--- src/rtl/data_c_wrr_pkt_arbiter.sv ---
// Packet-atomic weighted round-robin arbiter for an N-to-1 data_inf_c stream merge.
// Holds a registered one-hot grant per packet, with per-source packet quanta and a mid-packet watchdog.
module data_c_wrr_pkt_arbiter #(
    parameter int unsigned NUM   = 4,
    parameter int unsigned NSIZE = (NUM > 1) ? $clog2(NUM) : 1,
    parameter int unsigned WSIZE = 4,
    parameter int unsigned TMO   = 0
) (
    input  logic                   clock,
    input  logic                   rst_n,
    input  logic [NUM*WSIZE-1:0]   weight,
    input  logic [NUM-1:0]         enable,
    input  logic [NUM-1:0]         req_valid,
    input  logic [NUM-1:0]         req_last,
    input  logic                   down_ready,
    output logic [NUM-1:0]         grant,
    output logic [NSIZE-1:0]       grant_path,
    output logic                   grant_vld,
    output logic                   timeout_err,
    output logic [NSIZE-1:0]       err_path
);

    localparam int unsigned   CW       = 16;
    localparam bit            WD_EN    = (TMO != 0);
    localparam logic [CW-1:0] TMO_LAST = CW'(TMO - 1);

    typedef enum logic {IDLE, PKT} state_t;

    state_t             state_q, state_d;
    logic [NSIZE-1:0]   last_q, last_d;
    logic [WSIZE-1:0]   credit_q, credit_d;
    logic [CW-1:0]      idle_q, idle_d;
    logic [NUM-1:0]     grant_d;
    logic [NSIZE-1:0]   path_d;
    logic               vld_d;
    logic               tmo_d;
    logic [NSIZE-1:0]   errp_d;

    logic [WSIZE-1:0]   wt [NUM];
    logic [NUM-1:0]     elig;
    logic               found;
    logic [NSIZE-1:0]   rr_idx;
    logic               eop;
    logic               expire;

    // Per-source weight unpack and eligibility.
    always_comb begin
        for (int i = 0; i < int'(NUM); i++) begin
            wt[i]   = weight[i*WSIZE +: WSIZE];
            elig[i] = req_valid[i] & enable[i] & (weight[i*WSIZE +: WSIZE] != '0);
        end
    end

    // First eligible source after last_q, wrapping; last_q itself is checked last.
    always_comb begin : rr_search
        int               sum;
        logic [NSIZE-1:0] cand;
        found  = 1'b0;
        rr_idx = '0;
        sum    = 0;
        cand   = '0;
        for (int k = 1; k <= int'(NUM); k++) begin
            sum = int'(last_q) + k;
            if (sum >= int'(NUM)) begin
                sum = sum - int'(NUM);
            end
            cand = NSIZE'(sum);
            if (!found && elig[cand]) begin
                found  = 1'b1;
                rr_idx = cand;
            end
        end
    end

    assign eop    = grant_vld & req_valid[grant_path] & down_ready & req_last[grant_path];
    assign expire = WD_EN && (state_q == PKT) && !req_valid[grant_path] && (idle_q == TMO_LAST);

    // Next-state, select and watchdog logic.
    always_comb begin : fsm_next
        logic             do_sel;
        logic [WSIZE-1:0] credit_eff;
        logic [NSIZE-1:0] win;
        state_d    = state_q;
        last_d     = last_q;
        credit_d   = credit_q;
        idle_d     = idle_q;
        grant_d    = grant;
        path_d     = grant_path;
        vld_d      = grant_vld;
        tmo_d      = 1'b0;
        errp_d     = err_path;
        do_sel     = 1'b0;
        credit_eff = credit_q;
        win        = last_q;

        case (state_q)
            IDLE: begin
                idle_d = '0;
                if (found) begin
                    do_sel = 1'b1;
                end
            end
            PKT: begin
                if (eop) begin
                    do_sel = 1'b1;
                end else if (expire) begin
                    do_sel     = 1'b1;
                    credit_eff = '0;
                    tmo_d      = 1'b1;
                    errp_d     = grant_path;
                end else if (WD_EN) begin
                    idle_d = req_valid[grant_path] ? '0 : idle_q + CW'(1);
                end
            end
            default: state_d = IDLE;
        endcase

        if (do_sel) begin
            idle_d   = '0;
            credit_d = credit_eff;
            if (found) begin
                if ((credit_eff != '0) && elig[last_q]) begin
                    win      = last_q;
                    credit_d = credit_eff - WSIZE'(1);
                end else begin
                    win      = rr_idx;
                    credit_d = wt[rr_idx] - WSIZE'(1);
                    last_d   = rr_idx;
                end
                grant_d      = '0;
                grant_d[win] = 1'b1;
                path_d       = win;
                vld_d        = 1'b1;
                state_d      = PKT;
            end else begin
                grant_d = '0;
                path_d  = '0;
                vld_d   = 1'b0;
                state_d = IDLE;
            end
        end
    end

    // State and output registers.
    always_ff @(posedge clock or negedge rst_n) begin
        if (!rst_n) begin
            state_q     <= IDLE;
            last_q      <= NSIZE'(NUM - 1);
            credit_q    <= '0;
            idle_q      <= '0;
            grant       <= '0;
            grant_path  <= '0;
            grant_vld   <= 1'b0;
            timeout_err <= 1'b0;
            err_path    <= '0;
        end else begin
            state_q     <= state_d;
            last_q      <= last_d;
            credit_q    <= credit_d;
            idle_q      <= idle_d;
            grant       <= grant_d;
            grant_path  <= path_d;
            grant_vld   <= vld_d;
            timeout_err <= tmo_d;
            err_path    <= errp_d;
        end
    end

endmodule

--- config.mk ---
export PLATFORM = sky130hd
export DESIGN_NAME = data_c_wrr_pkt_arbiter
export DESIGN_NICKNAME = d
export VERILOG_FILES = /design/src/rtl/data_c_wrr_pkt_arbiter.sv
export SDC_FILE = /design/constraint.sdc
export NUM_CORES = 1
export LEC_CHECK = 0
export ABC_AREA = 1
export BUFFER_PORTS_ARGS = -buffer_cell sky130_fd_sc_hd__buf_2
export CAP_MARGIN = 25
export CORE_ASPECT_RATIO = 1.1
export CORE_UTILIZATION = 31
export DETAILED_ROUTE_END_ITERATION = 8
export GPL_ROUTABILITY_DRIVEN = 0
export SYNTH_ARGS = -nofsm -noshare
export SYNTH_HDL_FRONTEND = slang
export SYNTH_SLANG_ARGS = --single-unit
--- constraint.sdc ---
create_clock -name clock -period 2.5 [get_ports clock]
set_clock_uncertainty 0.05 [all_clocks]
set_input_delay 0.25 -clock clock [delete_from_list [all_inputs] [get_ports clock]]
set_output_delay 0.25 -clock clock [all_outputs]
set_load 0.02 [all_outputs]
== Word-level counts from Yosys, hierarchy flattened ==
Cells that the tools add are included.
Storage, ports and cells
  register bits after elaboration: 13
  bits of input ports: 31
Cells by class
  add/subtract/negate cells: 10
  order comparisons: 13
  multiplexer cells: 40
  bitwise operators: 13
  reductions and logical operators: 14
Operators with widths (count)
  2-bit two-way mux: 12
  2-bit by 3-bit less-than comparator with 1-bit output (second input constant): 7
  4-bit nonzero test: 5
  4-bit two-way mux: 4
  1-bit binary-select mux with 2-bit select: 7
  1-bit two-way mux: 14
  3-bit >= comparator (second input constant): 4
  1-bit AND: 11
  4-bit binary-select mux with 2-bit select: 1
  2-bit by 1-bit subtractor with 2-bit output (second input constant): 4
  4-bit by 1-bit subtractor with 4-bit output (second input constant): 2
  2-bit by 2-bit adder with 3-bit output (second input constant): 2
  1-bit logical AND: 5
  2-bit by 3-bit adder with 4-bit output (second input constant): 1
  4-bit by 3-bit >= comparator with 1-bit output (second input constant): 1
  2-bit by 1-bit adder with 3-bit output (second input constant): 1
  1-bit logical NOT: 3
  2-bit NOT with 3-bit output: 1
  1-bit demux with 2-bit select: 1
  2-bit by 1-bit >= comparator with 1-bit output (second input constant): 1
  1-bit one-hot mux with 2 select lines: 1
  2-bit AND reduction: 1
  1-bit NOT: 1

== Depth between registers and ports, before layout ==
Gate-level depths: netlist (run 1).
  depth after elaboration: 23
  gate-level depth with buffers: 20
  mapped depth without buffers: 20

== Worst setup path after synthesis (run 1) ==
Ideal clock, no wire load.
  kind: reg2reg
  start point: register last_q[0]
  end point: register credit_q[2]
  arrival time: 2.148 ns
  slack: 0.181 ns
  stages on the path, launching flop included: 19
  path buffers: 1
  path through: dfstp_2 > buf_6 > xnor2_2 > nand3_1 > nand2_4 > nand3_2 > nor2_1 > nor2_4 > nand2_4 > nand2_1 > nand3_1 > nand3_1 > nand2_1 > inv_2 > ha_1 > inv_1 > nand2_1 > nand3_1 > o21ai_1
Between the ends
  longest elaborated chain between the ends: 21
RTL lines
  start, declared: line 30  | logic [NSIZE-1:0] last_q, last_d;
  start signal, assigned: line 148  | last_q <= NSIZE'(NUM - 1);
  start signal, assigned: line 158  | last_q <= last_d;
  2-bit by 1-bit adder with 3-bit output: line 63  | sum = int'(last_q) + k;
  3-bit >= comparator / 2-bit by 1-bit subtractor with 2-bit output (equally long branches): line 64, 65
  2-bit two-way mux: line 64  | if (sum >= int'(NUM)) begin
  1-bit binary-select mux with 2-bit select: line 68  | if (!found && elig[cand]) begin
  1-bit two-way mux (not written as such): line 68
  1-bit two-way mux: line 68
  1-bit logical NOT: line 68
  1-bit logical AND: line 68
  (+4 left out)
  1-bit logical NOT: line 68
  1-bit logical AND: line 68
  2-bit two-way mux: line 68
  2-bit NOT with 3-bit output (not written as such): line 127  | credit_d = wt[rr_idx] - WSIZE'(1);
  4-bit binary-select mux with 2-bit select: line 127
  4-bit two-way mux (not written as such) (2 in series): line 127
  4-bit by 1-bit subtractor with 4-bit output: line 127
  4-bit two-way mux: line 122  | if ((credit_eff != '0) && elig[last_q]) begin
  end signal, assigned: line 159  | credit_q <= credit_d;
  end, declared: line 31  | logic [WSIZE-1:0] credit_q, credit_d;
Parallel ways exist; a longest one is shown, timed or not. The select of a mux whose other input is x is not followed.
A chain may end at the register's enable or synchronous reset.

== Final worst setup path (run 1) ==
Ends and elaborated chain as after synthesis.

==> flow_metrics.env, run 1 <==
export IMPL_syn_area_um2=1200
export IMPL_io_pin_count=41
export IMPL_fin_crit_sh_pct=99.9
export IMPL_path_max_fanout=8
export IMPL_drive_gt1_share_pct=46.4
export IMPL_rrSetupSlack_ns=0.003
export IMPL_rsz0062_at_grt="true"
export IMPL_synth_top_area_cell="dfrtp_1"
export IMPL_yosys_area_top_type_share_pct=22.9
export IMPL_grt_pass1_vias=1212
export IMPL_worstPathCellList="buf_12 > xnor2_4 > inv_2 > nand3_4 > nand2_4 > nand2_4 > nor2_4 > nand3_4 > nand2_4 > nand2_1 > nand3_2 > nand3_2 > nand2_2 > ha_4 > nand3_1 > nand3_1 > o21ai_1"
export IMPL_cp_data_arrival_time_ns=2.57
export IMPL_first_pass_iters=4
export IMPL_synthCells=187
export IMPL_p_per_area_nw_per_um2=1440
export IMPL_fmax_mhz=401
export IMPL_synthArstFlopShare_pct=100
export IMPL_crit_start="last_q[0]"
export IMPL_worstSkewPairLatency_ns=0.25
export IMPL_drt_iter0_markers=79
export IMPL_slowest_delay_ns=0.62
export IMPL_nets=281
export IMPL_pre_cts_ws_ns=-0.0942
export IMPL_final_core_util_pct=50.2
export IMPL_ir_worst_vdd_mv=0.715
export IMPL_leakagePower_nw=0.955
export IMPL_synth_area_per_cell_um2=6.42
export IMPL_via_count=1438
export IMPL_die_y_um=67.3
export IMPL_fp_dieArea_um2=4130
export IMPL_clkPwrFrac_pct=7.0
export IMPL_path_clk_slew_ns=0.06
export IMPL_synth_seq_cells=13
export IMPL_avgRoutedWirePerCell_um=11.2
export IMPL_cts_made_buffers=3
export IMPL_p_total_w=0.00266
export IMPL_ys_warn_count=0
export IMPL_ys_top_cells_by_area="dfrtp_1 23%, nand3_1 20%, nand2_1 15%"
export IMPL_grt_ovfl_total=0
export IMPL_grtUsageTotal_pct=15.5
export IMPL_cap_violations=0
export IMPL_timing_rr_start="last_q[0]"
export IMPL_end_kind="flip-flop"
export IMPL_outcome="finished clean"
export IMPL_initial_core_util_pct=32.6
export IMPL_design_core_area_um2=3680
export IMPL_synth_edf_count=0
export IMPL_cts_tree="built"
export IMPL_cp_depth=17
export IMPL_p_sw_w=0.00134
export IMPL_io_buffers=37
export IMPL_row_count=23
export IMPL_die_w_um=61.4
export IMPL_cp_slowest_cell="dfstp_2"
export IMPL_area_delta_synth_final_pct=54.1
export IMPL_clockBufferDepth=2
export IMPL_cp_endpoint="credit_q[2]"
export IMPL_placed_cells=275
export IMPL_cts_htree_levels=1
export IMPL_final_cell_area_um2=1850
export IMPL_drv_slew=0
export IMPL_place_hpwl_mm=2.44
export IMPL_postRouteAntennaNets=0
export IMPL_critPathBufInv=2
export IMPL_setup_slack_ns=0.00340
export IMPL_post_route_min_period_ns=2.50
export IMPL_cpMostUsedCell="nand2_4"
export IMPL_slew_headroom_pct=58.1
export IMPL_critPathRequiredTime_ns=2.58
export IMPL_via_per_inst=4.83
export IMPL_synth_commonest_cells="49 x nand2_1, 47 x nand3_1, 22 x inv_1"
export IMPL_cts_root_buf="clkbuf_8"
export IMPL_wl_mm=3.35
export IMPL_finalHoldViolations=0
export IMPL_swShare_pct=50.3
export IMPL_critPathLaunchType="flip-flop"
export IMPL_yosysMostFrequentCell="nand2_1"
export IMPL_antennaDiodeCount=0
export IMPL_grt_antenna_before_repair=0
export IMPL_finalSetupViolations=0
export IMPL_crit_family="simple AND/OR/NAND/NOR gates"
export IMPL_r2r_cells=17
export IMPL_clock_sinks=13
export IMPL_grt_pass1_wl_mm=4.91
export IMPL_regToRegEndpoint="credit_q[2]"
export IMPL_grt_max_degree=14
export IMPL_seq_power_share_pct=15.0
export IMPL_drc_errors=0
export IMPL_ys_flop_type="dfrtp_1"
export IMPL_p_int_w=0.00132
export IMPL_final_cells=298
export IMPL_yosysSeqAreaShare_pct=27.3
export IMPL_path_class="flip-flop to flip-flop"
export IMPL_placed_cell_area_um2=1450
export IMPL_synthDistinctLibCells=28
export IMPL_tightestPinTransition_ns=0.623
export IMPL_combPwrFrac_pct=78.0
export IMPL_hold_class="primary input to async pin"
-- registers in the layout, indices dropped and copies added (netlist names) --
name        cells
credit_q        4
state_q         1
grant_path      2
last_q          2
grant           4
-- cell usage in the layout (no fill, tap or decap), types with 2 or more instances in the layout --
master    instances
o21ai_0           9
nand3_4           6
clkbuf_8          3
buf_2            37
nand4_1           3
inv_1            19
dfrtp_1          11
conb_1            3
nor2_1            8
nand3_1          30
o21ai_1           2
nand3b_1          2
nand2_2          12
nand3_2          15
nand2_4           3
nand2_1          42
buf_6             2
dfstp_2           2
buf_4            18
nor2_4            4
inv_2             5
-- power groups by stage --
stage          Sequential [W]  Clock, W  Combinational (W)
2_1_floorplan        0.000428         0            0.00106
3_3_place_gp         0.000402         0            0.00142
3_5_place_dp         0.000402         0            0.00142
4_1_cts              0.000391  0.000188            0.00148
5_1_grt              0.000409  0.000197            0.00229
6_report             0.000398  0.000187            0.00207
-- worst min path at each step --
| stage | from | to | slack [ns] | cells past startpoint |
|---|---|---|---|---|
| global placement | rst_n | credit_q[3] | 0.1 | 1 |
| CTS | rst_n | grant[2] | 0.37 | 2 |
| detailed placement | rst_n | credit_q[3] | 0.10 | 1 |
| finish | rst_n | grant[2] | 0.36 | 2 |
| global route | rst_n | grant[1] | 0.39 | 2 |
| floorplan | rst_n | credit_q[0] | -0.1 | 0 |
-- kinds of logic after synthesis --
family	count (synthesis)	synth area share (%)
AND/OR/NAND/NOR	128	53.3
buffers and inverters	30	10.9
AO/OA/AOI/OAI	13	5.73
flip-flops	13	27.3
XOR/XNOR	1	1.35
adder cells (fa/ha/maj)	1	1.04
other	1	0.312
-- per-layer routing --
layer,part of all wire [%],up-vias,track usage (%)
met3,2.5,7,1.53
li1,-,739,-
met2,52,25,27.2
met4,1.8,0,4.17
met5,0,-,0
met1,44,667,19.9
-- stage by stage --
step | hold slack (ns) | TNS (ns)
floorplan | -0.0956 | 0
global route | 0.388 | -0.391
detailed placement | 0.101 | -0.119
CTS | 0.373 | 0
finish | 0.360 | 0
global placement | 0.0975 | -0.0525
-- timing repair --
item                       in CTS  in global routing
pin swaps                       2                 17
buffers inserted                5                 12
cloned                          0                  1
gates resized for setup         1                 44
hold endpoints to repair       11                  0
hold buffers                    1                  0
setup endpoints to repair       2                  3
-- cell type report --
cell class,instances,area [um^2]
Multi-Input combinational cell,147,942
Clock inverter,1,5.00
Fill cell,388,1830
Sequential cell,13,328
Tap cell,50,62.6
Clock buffer,3,41.3
Timing Repair Buffer,59,373
Inverter,25,98.8
(Power assumes the default switching activity.)
==> run 2: changes to the inputs <==
Settings changed: CTS_CLUSTER_DIAMETER set to 100.
Clock period 2.5 ns to 2.8 ns, I/O delays scaled along.
==> flow_metrics.env, run 2 (synthesis results as in run 1) <==
export IMPL_io_pin_count=41
export IMPL_hold_class="primary input to async pin"
export IMPL_finalHoldViolations=0
export IMPL_io_buffers=37
export IMPL_drt_iter0_markers=46
export IMPL_outcome="finished clean"
export IMPL_fmax_mhz=397
export IMPL_nets=261
export IMPL_avgRoutedWirePerCell_um=10.5
export IMPL_cts_root_buf="clkbuf_8"
export IMPL_clockBufferDepth=2
export IMPL_grt_pass1_vias=1200
export IMPL_design_core_area_um2=3680
export IMPL_critPathLaunchType="flip-flop"
export IMPL_cts_htree_levels=1
export IMPL_rsz0062_at_grt="false"
export IMPL_path_class="flip-flop to flip-flop"
export IMPL_antennaDiodeCount=0
export IMPL_layout_common_cells="49 x nand2_1, 47 x nand3_1, 37 x buf_2, 22 x inv_1, 11 x dfrtp_1"
export IMPL_wl_mm=2.92
export IMPL_row_count=23
export IMPL_grt_ovfl_total=0
export IMPL_post_route_min_period_ns=2.52
export IMPL_drive_gt1_share_pct=28.5
export IMPL_path_max_fanout=10
export IMPL_cts_made_buffers=3
export IMPL_die_w_um=61.4
export IMPL_largestRegisters="credit_q x4, grant x4"
export IMPL_worstSkewPairLatency_ns=0.25
export IMPL_initial_core_util_pct=32.6
export IMPL_final_cells=278
export IMPL_drc_errors=0
export IMPL_cap_violations=0
export IMPL_critPathRequiredTime_ns=2.88
export IMPL_final_setup_tns_ns=0
export IMPL_path_clk_slew_ns=0.05
export IMPL_fp_dieArea_um2=4130
export IMPL_grt_pass1_wl_mm=4.89
export IMPL_placed_cells=272
export IMPL_nFillCells=430
export IMPL_finalSetupViolations=0
export IMPL_leakagePower_nw=0.811
export IMPL_end_kind="flip-flop"
export IMPL_place_hpwl_mm=2.39
export IMPL_setup_slack_ns=0.281
export IMPL_via_count=1322
export IMPL_first_pass_iters=4
export IMPL_fin_crit_sh_pct=90.0
export IMPL_p_per_area_nw_per_um2=1200
export IMPL_grt_antenna_before_repair=0
export IMPL_die_y_um=67.3
export IMPL_pre_cts_ws_ns=0.210
export IMPL_final_common_cell="nand2_1"
export IMPL_ir_worst_vdd_mv=0.593
export IMPL_grt_max_degree=14
export IMPL_postRouteAntennaNets=0
export IMPL_grtUsageTotal_pct=15.7
export IMPL_area_delta_synth_final_pct=24.4
export IMPL_drv_slew=0
export IMPL_cts_tree="built"
export IMPL_via_per_inst=4.76
export IMPL_cp_data_arrival_time_ns=2.60
export IMPL_clock_sinks=13
==> run 2: cell types whose count changed in the layout (fill, tap and decap cells not counted), moves of 2 or more <==
cell / previous run / this run
inv_1: 19 / 22
nand2_1: 42 / 49
nand3_4: 6 / 1
nand3_2: 15 / 3
buf_4: 18 / 2
nand2_2: 12 / 6
inv_2: 5 / 3
buf_6: 2 / 0
nor2_4: 4 / 2
nand3_1: 30 / 47
==> run 2: area by class of cell <==
cell class	count	area, um^2	area share (%)
multi-input combinational	146	754	50.5
tap	50	62.6	4.19
inverter	25	93.8	6.28
sequential	13	328	21.9
clock buffer	4	45.0	3.02
timing repair buffer	40	210	14.1
==> run 2: through the flow <==
step / util, % / hold WS, ns / cell area, um^2 / power (W)
final: 40.6 / 0.396 / 1490 / 0.00179
after global routing: 40.6 / 0.434 / 1490 / 0.00200
after CTS: 40.2 / 0.398 / 1480 / 0.00178
after detailed placement: 38.7 / 0.129 / 1430 / 0.00160
after global placement: 38.7 / 0.126 / 1430 / 0.00159
after floorplan: - / -0.0656 / 1210 / 0.00133
==> run 2: timing repair <==
action	in CTS	in global routing
hold buffers	1	0
endpoints found under the setup margin	0	3
buffers inserted	0	1
hold endpoints to repair	11	0
gates resized for setup	0	1
==> run 2: report_power, final <==
group | switching, W | total, W | internal, W
Sequential | 0.0000691 | 0.000354 | 0.000285
Clock | 0.0000699 | 0.000171 | 0.000101
Combinational | 0.000828 | 0.00126 | 0.000433
==> run 2: final timing paths <==
check | start | end | slack, ns | depth (start not counted)
setup / recovery | last_q[0] | credit_q[2] | 0.28 | 17
hold / removal | rst_n | grant[3] | 0.40 | 2
setup reg to reg | last_q[0] | credit_q[2] | 0.28 | 17
hold reg to reg | credit_q[1] | credit_q[1] | 0.46 | 2
max in group asynchronous | rst_n | last_q[0] | 2.02 | 2
min in group clock | credit_q[1] | credit_q[1] | 0.46 | 2
==> run 2: metal layers <==
metal	wire [um]	part of all wire (%)	track usage [%]
met4	24	0.82	5.83
met3	80	2.7	1.15
met1	1320	45	19.5
met2	1490	51	28.1
met5	0	0	0
==> run 2: worst max-delay path: stages (launching register included) <==
cell,delay [ns]
dfstp_2,0.61
xnor2_2,0.16
nand3_1,0.17
nand2_4,0.13
nand2_2,0.08
nor2_4,0.12
nand3_4,0.14
nand2_4,0.14
nand2_1,0.06
nand3_1,0.08
nand3_1,0.07
nand2_1,0.09
inv_2,0.05
ha_1,0.20
inv_1,0.06
nand2_1,0.05
nand3_1,0.07
o21ai_1,0.07
==> run 3: changes to the inputs <==
--- a/config.mk
+++ b/config.mk
@@ -15,2 +15,3 @@
 export GPL_ROUTABILITY_DRIVEN = 0
+export SLEW_MARGIN = 10
 export SYNTH_ARGS = -nofsm -noshare
==> constraint.sdc (replaced) <==
create_clock -name clock -period 2.8 [get_ports clock]
set_clock_uncertainty 0.05 [all_clocks]
set_input_delay 0.56 -clock clock [delete_from_list [all_inputs] [get_ports clock]]
set_output_delay 0.56 -clock clock [all_outputs]
set_load 0.02 [all_outputs]
==> flow_metrics.env, run 3 (synthesis results as in run 1) <==
export IMPL_nets=262
export IMPL_cp_depth=17
export IMPL_drc_errors=0
export IMPL_critPathBufInv=2
export IMPL_avgRoutedWirePerCell_um=10.7
export IMPL_leakagePower_nw=0.819
export IMPL_combPwrFrac_pct=71.3
export IMPL_finalHoldViolations=0
export IMPL_pre_cts_ws_ns=0.0891
export IMPL_crit_family="simple AND/OR/NAND/NOR gates"
export IMPL_slowest_delay_ns=0.60
export IMPL_finalSetupViolations=0
export IMPL_rrSetupSlack_ns=0.22
export IMPL_area_delta_synth_final_pct=24.5
export IMPL_met3_usage_pct=2.49
export IMPL_final_setup_tns_ns=0
export IMPL_grt_antenna_before_repair=0
export IMPL_r2r_cells=17
export IMPL_final_common_cell="nand2_1"
export IMPL_timing_rr_start="last_q[0]"
export IMPL_clock_sinks=13
export IMPL_io_pin_count=41
export IMPL_cts_hold_buf=0
export IMPL_rsz0062_at_grt="false"
export IMPL_worstPathCellList="buf_4 > nand3_1 > nand3_1 > nand2_4 > nand3_2 > nand2_2 > nor2_4 > nand2_4 > nand2_1 > nand3_1 > nand3_1 > nand2_1 > ha_1 > inv_1 > nand2_1 > nand3_1 > o21ai_1"
export IMPL_place_hpwl_mm=2.43
export IMPL_io_buffers=37
export IMPL_nFillCells=426
export IMPL_path_max_fanout=10
export IMPL_die_w_um=61.4
export IMPL_cpMostUsedCell="nand3_1"
export IMPL_regToRegEndpoint="credit_q[2]"
export IMPL_placed_cells=272
export IMPL_antennaDiodeCount=0
export IMPL_use_met2_pct=25.0
export IMPL_cp_data_arrival_time_ns=2.66
export IMPL_global_route_usage_met1_pct=20.0
export IMPL_p_per_area_nw_per_um2=1210
export IMPL_top_usage_layer="met2"
export IMPL_layout_common_cells="49 x nand2_1, 47 x nand3_1, 37 x buf_2, 22 x inv_1, 11 x dfrtp_1"
export IMPL_p_total_w=0.00180
export IMPL_initial_core_util_pct=32.6
export IMPL_cts_root_buf="clkbuf_8"
export IMPL_clockBufferDepth=2
export IMPL_cts_made_buffers=3
export IMPL_final_cells=279
export IMPL_via_count=1325
export IMPL_cts_tree="built"
export IMPL_cts_htree_levels=1
export IMPL_critPathRequiredTime_ns=2.87
export IMPL_grt_ovfl_total=0
export IMPL_via_per_inst=4.75
export IMPL_path_clk_slew_ns=0.06
export IMPL_fp_dieArea_um2=4130
export IMPL_cp_endpoint="credit_q[2]"
export IMPL_drive_gt1_share_pct=29.3
export IMPL_grt_max_degree=14
export IMPL_outcome="finished clean"
export IMPL_setup_slack_ns=0.216
export IMPL_fin_crit_sh_pct=92.3
export IMPL_die_y_um=67.3
export IMPL_hold_class="primary input to async pin"
export IMPL_grtUsageTotal_pct=15.5
export IMPL_first_pass_iters=4
export IMPL_grt_pass1_wl_mm=4.86
export IMPL_wl_mm=2.98
export IMPL_holdWs_ns=0.140
export IMPL_crit_start="last_q[0]"
export IMPL_clkPwrFrac_pct=9.2
export IMPL_swShare_pct=54.0
export IMPL_fmax_mhz=387
export IMPL_design_core_area_um2=3680
export IMPL_multi_input_area_um2=749
export IMPL_largestRegisters="credit_q x4, grant x4"
export IMPL_worstSkewPairLatency_ns=0.24
export IMPL_seq_power_share_pct=19.5
export IMPL_postRouteAntennaNets=0
export IMPL_grt_pass1_vias=1166
export IMPL_p_int_w=0.000829
export IMPL_drv_slew=0
export IMPL_p_sw_w=0.000974
export IMPL_regArea_um2=328
export IMPL_cp_slowest_cell="dfstp_2"
export IMPL_post_cts_buffers=0
export IMPL_post_route_min_period_ns=2.58
export IMPL_cap_violations=0
export IMPL_cts_resized=0
export IMPL_drt_iter0_markers=51
export IMPL_critPathLaunchType="flip-flop"
export IMPL_path_class="flip-flop to flip-flop"
export IMPL_row_count=23
export IMPL_end_kind="flip-flop"
export IMPL_ir_worst_vdd_mv=0.552
run 3: how the worst min path moves through the flow:
stage,cells past startpoint,slack [ns],end,startpoint
floorplan,0,0.21,credit_q[0],rst_n
global placement,1,0.41,credit_q[3],rst_n
detailed placement,1,0.41,grant[3],rst_n
CTS,1,0.15,grant[0],rst_n
global route,1,0.16,grant[1],rst_n
finish,1,0.14,grant[0],rst_n
run 3: cell type report:
cell class,instances,area share [%]
multi-input combinational,146,50.1
clock buffer,3,2.76
tap,50,4.18
sequential,13,21.9
timing repair buffer,41,14.4
inverter,25,6.28
clock inverter,1,0.335
run 3: per-layer routing:
| metal | part of all wire [%] | wire length (um) |
|---|---|---|
| met5 | 0 | 0 |
| met1 | 44 | 1320 |
| met2 | 50 | 1490 |
| met4 | 2.1 | 64 |
| met3 | 3.5 | 105 |
run 3: power by group through the flow:
stage	logic, W	registers, W	clock network (W)
detailed placement	0.00124	0.000367	0
floorplan	0.000948	0.000382	0
global placement	0.00123	0.000367	0
CTS	0.00124	0.000364	0.000170
global route	0.00146	0.000361	0.000181
finish	0.00129	0.000351	0.000166
run 3: stage by stage:
stage | area [um^2] | utilization (%)
2_1_floorplan | 1210 | -
3_3_place_gp | 1430 | 38.7
3_5_place_dp | 1430 | 38.7
4_1_cts | 1470 | 40.0
5_1_grt | 1500 | 40.6
6_report | 1500 | 40.6
